`config.mk`:
```
export PLATFORM = sky130hd
export DESIGN_NAME = alu_pwr_ctrl
export DESIGN_NICKNAME = d
export VERILOG_FILES = /design/src/rtl/alu_pwr_ctrl_pkg.sv /design/src/rtl/alu_pwr_ctrl_pwr_dly_cnt.sv /design/src/rtl/alu_pwr_ctrl.sv
export SDC_FILE = /design/constraint.sdc
export NUM_CORES = 1
export LEC_CHECK = 0
export ABC_AREA = 1
export BUFFER_PORTS_ARGS = -buffer_cell sky130_fd_sc_hd__buf_2
export CAP_MARGIN = 5
export CORE_MARGIN = 5
export CORE_UTILIZATION = 40
export DETAILED_ROUTE_END_ITERATION = 8
export GPL_TIMING_DRIVEN = 0
export SLEW_MARGIN = 25
export SYNTH_ARGS = -nofsm -noshare
export SYNTH_HDL_FRONTEND = slang
export SYNTH_HIERARCHICAL = 1
export SYNTH_SLANG_ARGS = --single-unit
```
`constraint.sdc`:
```
create_clock -name clk -period 3.8 [get_ports clk]
set_clock_uncertainty 0.05 [all_clocks]
set_input_delay 1.14 -clock clk [delete_from_list [all_inputs] [get_ports clk]]
set_output_delay 1.14 -clock clk [all_outputs]
set_load 0.005 [all_outputs]
```
`src/rtl/alu_pwr_ctrl_pkg.sv`:
```
// Shared constants for the ALU power sequencer: state encoding, state width
// and the default sequencing delays.
package alu_pwr_ctrl_pkg;

  localparam int ST_W           = 3;
  localparam int DEF_CNT_W      = 8;
  localparam int DEF_ISO_DLY    = 2;
  localparam int DEF_PWR_DN_DLY = 2;
  localparam int DEF_PWR_UP_DLY = 4;

  typedef enum logic [ST_W-1:0] {
    ST_ON      = 3'd0,
    ST_ISO     = 3'd1,
    ST_SAVE    = 3'd2,
    ST_PWR_DN  = 3'd3,
    ST_OFF     = 3'd4,
    ST_PWR_UP  = 3'd5,
    ST_RESTORE = 3'd6
  } pwr_state_e;

  // A programmed delay of 0 still occupies the state for one cycle.
  function automatic int eff_dly(input int d);
    return (d < 1) ? 1 : d;
  endfunction

endpackage

```
`src/rtl/alu_pwr_ctrl_pwr_dly_cnt.sv`:
```
// Delay counter for the power sequencer: cleared on state entry, counts while
// enabled and holds once the programmed delay has elapsed.
module pwr_dly_cnt #(
  parameter int CNT_W = 8
) (
  input  logic             clk,
  input  logic             rst,
  input  logic             load,
  input  logic             en,
  input  logic [CNT_W-1:0] dly,
  output logic             done
);

  logic [CNT_W-1:0] cnt_q, cnt_d;
  logic [CNT_W-1:0] last;

  assign last = (dly == '0) ? '0 : dly - CNT_W'(1);
  assign done = (cnt_q == last);

  always_comb begin
    cnt_d = cnt_q;
    if (load) begin
      cnt_d = '0;
    end else if (en && !done) begin
      cnt_d = cnt_q + CNT_W'(1);
    end
  end

  always_ff @(posedge clk or posedge rst) begin
    if (rst) begin
      cnt_q <= '0;
    end else begin
      cnt_q <= cnt_d;
    end
  end

endmodule

```
`src/rtl/alu_pwr_ctrl.sv`:
```
// Always-on ALU power sequencer; all outputs are registered decodes of state.
// Optional macro ALU_PWR_CTRL_ACK_EN adds the pwr_ack power-switch handshake.
module alu_pwr_ctrl
  import alu_pwr_ctrl_pkg::*;
#(
  parameter int CNT_W      = DEF_CNT_W,
  parameter int ISO_DLY    = DEF_ISO_DLY,
  parameter int PWR_DN_DLY = DEF_PWR_DN_DLY,
  parameter int PWR_UP_DLY = DEF_PWR_UP_DLY
) (
  input  logic            clk,
  input  logic            rst,
  input  logic            sleep_req,
  input  logic            wake_req,
  input  logic            alu_busy,
`ifdef ALU_PWR_CTRL_ACK_EN
  input  logic            pwr_ack,
`endif
  output logic            alu_pwr_en,
  output logic            iso_en,
  output logic            save,
  output logic            restore,
  output logic            pd_on,
  output logic            pd_off,
  output logic [ST_W-1:0] pwr_state
);

  localparam int MAX_DLY = (2 ** CNT_W) - 1;
  localparam logic [CNT_W-1:0] ISO_D = CNT_W'(eff_dly(ISO_DLY));
  localparam logic [CNT_W-1:0] DN_D  = CNT_W'(eff_dly(PWR_DN_DLY));
  localparam logic [CNT_W-1:0] UP_D  = CNT_W'(eff_dly(PWR_UP_DLY));

  if (eff_dly(ISO_DLY) > MAX_DLY || eff_dly(PWR_DN_DLY) > MAX_DLY ||
      eff_dly(PWR_UP_DLY) > MAX_DLY) begin : g_dly_range_chk
    $fatal(1, "alu_pwr_ctrl: delay parameter exceeds 2**CNT_W-1");
  end

  pwr_state_e       state_q, state_d;
  logic [CNT_W-1:0] dly_sel;
  logic             cnt_en, cnt_load, cnt_done;
  logic             ack_up, ack_dn;

`ifdef ALU_PWR_CTRL_ACK_EN
  assign ack_up = pwr_ack;
  assign ack_dn = !pwr_ack;
`else
  assign ack_up = 1'b1;
  assign ack_dn = 1'b1;
`endif

  assign cnt_load = (state_d != state_q);

  pwr_dly_cnt #(.CNT_W(CNT_W)) u_dly_cnt (
    .clk  (clk),
    .rst  (rst),
    .load (cnt_load),
    .en   (cnt_en),
    .dly  (dly_sel),
    .done (cnt_done)
  );

  always_comb begin
    state_d = state_q;
    cnt_en  = 1'b0;
    dly_sel = CNT_W'(1);
    unique case (state_q)
      ST_ON:      if (sleep_req && !alu_busy) state_d = ST_ISO;
      ST_ISO: begin
        cnt_en  = 1'b1;
        dly_sel = ISO_D;
        if (cnt_done) state_d = ST_SAVE;
      end
      ST_SAVE:    state_d = ST_PWR_DN;
      ST_PWR_DN: begin
        cnt_en  = 1'b1;
        dly_sel = DN_D;
        if (cnt_done && ack_dn) state_d = ST_OFF;
      end
      ST_OFF:     if (wake_req) state_d = ST_PWR_UP;
      ST_PWR_UP: begin
        cnt_en  = 1'b1;
        dly_sel = UP_D;
        if (cnt_done && ack_up) state_d = ST_RESTORE;
      end
      ST_RESTORE: state_d = ST_ON;
      default:    state_d = ST_ON;
    endcase
  end

  logic pwr_en_d, iso_d, save_d, restore_d, pd_on_d, pd_off_d;
  logic pwr_en_q, iso_q, save_q, restore_q, pd_on_q, pd_off_q;

  // Output decode of the current state, registered on the next edge.
  always_comb begin
    pwr_en_d  = 1'b1;
    iso_d     = 1'b1;
    save_d    = 1'b0;
    restore_d = 1'b0;
    pd_on_d   = 1'b0;
    pd_off_d  = 1'b0;
    unique case (state_q)
      ST_ON: begin
        iso_d   = 1'b0;
        pd_on_d = 1'b1;
      end
      ST_SAVE:    save_d = 1'b1;
      ST_OFF: begin
        pwr_en_d = 1'b0;
        pd_off_d = 1'b1;
      end
      ST_RESTORE: restore_d = 1'b1;
      default: ;
    endcase
  end

  always_ff @(posedge clk or posedge rst) begin
    if (rst) begin
      state_q   <= ST_ON;
      pwr_en_q  <= 1'b1;
      iso_q     <= 1'b0;
      save_q    <= 1'b0;
      restore_q <= 1'b0;
      pd_on_q   <= 1'b1;
      pd_off_q  <= 1'b0;
    end else begin
      state_q   <= state_d;
      pwr_en_q  <= pwr_en_d;
      iso_q     <= iso_d;
      save_q    <= save_d;
      restore_q <= restore_d;
      pd_on_q   <= pd_on_d;
      pd_off_q  <= pd_off_d;
    end
  end

  assign alu_pwr_en = pwr_en_q;
  assign iso_en     = iso_q;
  assign save       = save_q;
  assign restore    = restore_q;
  assign pd_on      = pd_on_q;
  assign pd_off     = pd_off_q;
  assign pwr_state  = state_q;

endmodule

```
==> results.ini <==
[outcome]
outcome=finished, final reports clean

[clock_network]
post_cts_buffers=0
hold_buffers=0
cts_sinks=17
h-tree-depth=1
cts_root_buffer=clkbuf_4
path_clk_slew_ns=0.11
clk_latency_ns=0.29
numCtsBuffers=3
cts_tree=done
clockBufferDepth=2

[worst_setup_path]
r2r_cells=22
cp-start-kind=register
r2r-end=u_dly_cnt/cnt_q[7]
crit_chain=nand2_2, nand2_1, inv_1, ha_1, nand2_1, nor2_2, nand2_2, buf_6, nand3_2, nand2_1, nand2_2, nand4_1, nor3b_2, nand2_2, nand3_2, nand3_2, nand2_1, nand2_1, inv_1, buf_2, nand4_1, nand2_1
critPathArrivalTime_ns=3.51
endpoint_kind=register
max_stage_delay_ns=0.49
reg2reg_setup_slack_ns=0.48
rr_startpoint=pwr_state[2]
cp_slowest_cell=dfrtp_1
crit_start=pwr_state[2]
cp_max_fo=10
cp_common_cell=nand2_1
worstSetupPathType=register to register
crit_required_ns=3.99

[timing]
postLayoutSetupSlackWorst_ns=0.4845
grt_setup_unrepaired=no
slew_headroom_pct=62.20
period_share_pct=87.25
tns_ns=0
maxSlewViolCount=0
layout_min_cycle_time_ns=3.316
fmax_mhz=301.6
tightestPinTransition_ns=0.5627
setup_viol=0
hold_viol_final=0

[floorplanning]
core_area_um2=3103
fp.dieArea_um2=4534
start_util_pct=42.38
io_pins=14
rows=20
fp.dieH_um=67.34
fp.dieW_um=67.34

[yosys]
synth_area_um2=1315
syn_inst=193
ys_seq_area_share_pct=32.54
synth_seq_cells=17
synth_warnings=6
synth_cell_types=25
synth.avg_cell_area_um2=6.814

[pwr]
p_per_area_nw_per_um2=562.6
power_leakage_nw=0.8585
max-vdd-ir-drop_mv=0.3432

[place]
place_congestion=0.7307
io_buffer_count=13
dp_hpwl_um=2195
dp_slack_ns=0.4025

[grt]
antenna_found_initial=0
grt_pass1_vias=1156
grtUsageTotal_pct=14.26
grt_pass1_wl_um=5037
overflow=0
grt_max_degree=12

[worst_hold_path]
whs_path_depth=2
min_to=u_dly_cnt/cnt_q[7]
hold_path_startpoint=u_dly_cnt/cnt_q[7]
hp-class=register to register

[drt]
wl_met2_um=1115
met1_length_um=1484
first_pass_iters=4
drc=0
drt_iter0_markers=44
maxUsedRoutingLayer=met4
wl_per_cell_um=10.04
routed-wl-met3_um=88
viasPerCell=4.430
wirelength_um=2712
drtAntennaViolNets=0
vias=1196

[layout]
antennaDiodeCount=0
num-nets-final=234
fillers=344
area_growth_pct=16.37
drive_above_1_share_pct=21.24

[run]
cap_violations=0

-- through the flow --
stage / std cells / util (%) / hold WS (ns) / area (um2) / total power, mW
finish: 270 / 49.31 / 0.5136 / 1530 / 0.8609
global route: 270 / 49.31 / 0.5724 / 1530 / 0.9617
CTS: 270 / 49.15 / 0.5104 / 1525 / 0.8654
detailed placement: 266 / 48.19 / 0.4834 / 1495 / 0.7610
global placement: 266 / 48.19 / 0.4737 / 1495 / 0.7601
floorplan: 209 / - / 0.4411 / 1375 / 0.6664
-- critical path, delay by kind of cell, from the launching register on --
kind | cells | cell delay (ns)
flip-flops | 1 | 0.49
buffers and inverters | 4 | 0.75
AND/OR/NAND/NOR | 17 | 1.70
adder cells (fa/ha/maj) | 1 | 0.25
-- how the worst max path moves through the flow --
stage                         end  slack, ns
3_3_place_gp   u_dly_cnt/cnt_q[3]       0.36
5_1_grt        u_dly_cnt/cnt_q[7]       0.12
4_1_cts        u_dly_cnt/cnt_q[7]       0.37
2_1_floorplan  u_dly_cnt/cnt_q[3]       0.91
3_5_place_dp   u_dly_cnt/cnt_q[7]       0.40
6_report       u_dly_cnt/cnt_q[7]       0.48
-- cells by family (layout without fill, tap and decap cells) --
kind of cell / Yosys count / in the layout / share of synthesized area, %
adder cells (fa/ha/maj): 2 / 2 / 1.903
other: 1 / 17 / 0.2852
flip-flops: 17 / 17 / 32.54
AO/OA/AOI/OAI: 5 / 5 / 1.903
buffers and inverters: 39 / 56 / 12.08
XOR/XNOR: 6 / 6 / 3.996
AND/OR/NAND/NOR: 123 / 123 / 47.29
-- state kept, by name (all words and copies together), names as in the netlist --
| signal | cells |
|---|---|
| u_dly_cnt/cnt_q | 8 |
| pd_off | 1 |
| iso_en | 1 |
| pd_on | 1 |
| restore | 1 |
| pwr_state | 3 |
| alu_pwr_en | 1 |
| save | 1 |
-- synthesized netlist by cell type --
cell	count	share of area, %
xor2_1	6	4.0
nand4_1	14	6.7
ha_1	2	1.9
nand2_2	7	3.3
nor2_4	1	0.86
buf_2	1	0.38
dfstp_2	2	4.0
inv_1	30	8.6
o21ai_1	1	0.38
conb_1	1	0.29
nand3b_1	1	0.57
nor2_1	16	4.6
nor3b_1	1	0.57
o21ai_0	4	1.5
dfrtp_1	15	29
inv_2	6	1.7
nand3_1	22	8.4
buf_6	1	0.86
nand3b_2	1	0.86
nand2_1	47	13
nand3_2	5	3.8
nor3_1	3	1.1
buf_4	1	0.57
nand2_4	2	1.7
nor2_2	3	1.4
-- where the power goes --
| part | internal [mW] | switching (mW) |
|---|---|---|
| registers | 0.223 | 0.0595 |
| clock network | 0.0400 | 0.0611 |
| logic | 0.179 | 0.298 |
-- what timing repair did --
| item | 4_1_cts | 5_1_grt |
|---|---|---|
| endpoints found under the hold margin | 0 | 0 |
| gates resized for setup | 0 | 1 |
| setup endpoints to repair | 0 | 1 |
-- cell type report --
class,instances,area (um2),area share (%)
Clock buffer,3,22.52,1.472
Tap cell,44,55.05,3.598
Inverter,36,135.1,8.831
Clock inverter,1,7.507,0.4906
Buffer,3,23.77,1.554
Timing Repair Buffer,13,65.06,4.252
Sequential cell,17,427.9,27.96
Multi-Input combinational cell,153,793.3,51.84
-- layout by cell type (no fill, tap or decap), types with 3 or more instances in the layout --
cell type | netlist | routed
buf_2 | 1 | 14
clkbuf_4 | 0 | 3
conb_1 | 1 | 17
dfrtp_1 | 15 | 15
inv_1 | 30 | 30
inv_2 | 6 | 6
nand2_1 | 47 | 47
nand2_2 | 7 | 7
nand3_1 | 22 | 22
nand3_2 | 5 | 5
nand4_1 | 14 | 14
nor2_1 | 16 | 16
nor2_2 | 3 | 3
nor3_1 | 3 | 3
o21ai_0 | 4 | 4
xor2_1 | 6 | 6
-- metal layers --
metal / vias up / global-route usage [%]
li1: 661 / -
met3: 2 / 3.494
met4: 0 / 3.291
met5: - / 0
met2: 14 / 22.45
met1: 519 / 19.61
Note: power is estimated with default switching activity, not from simulation.
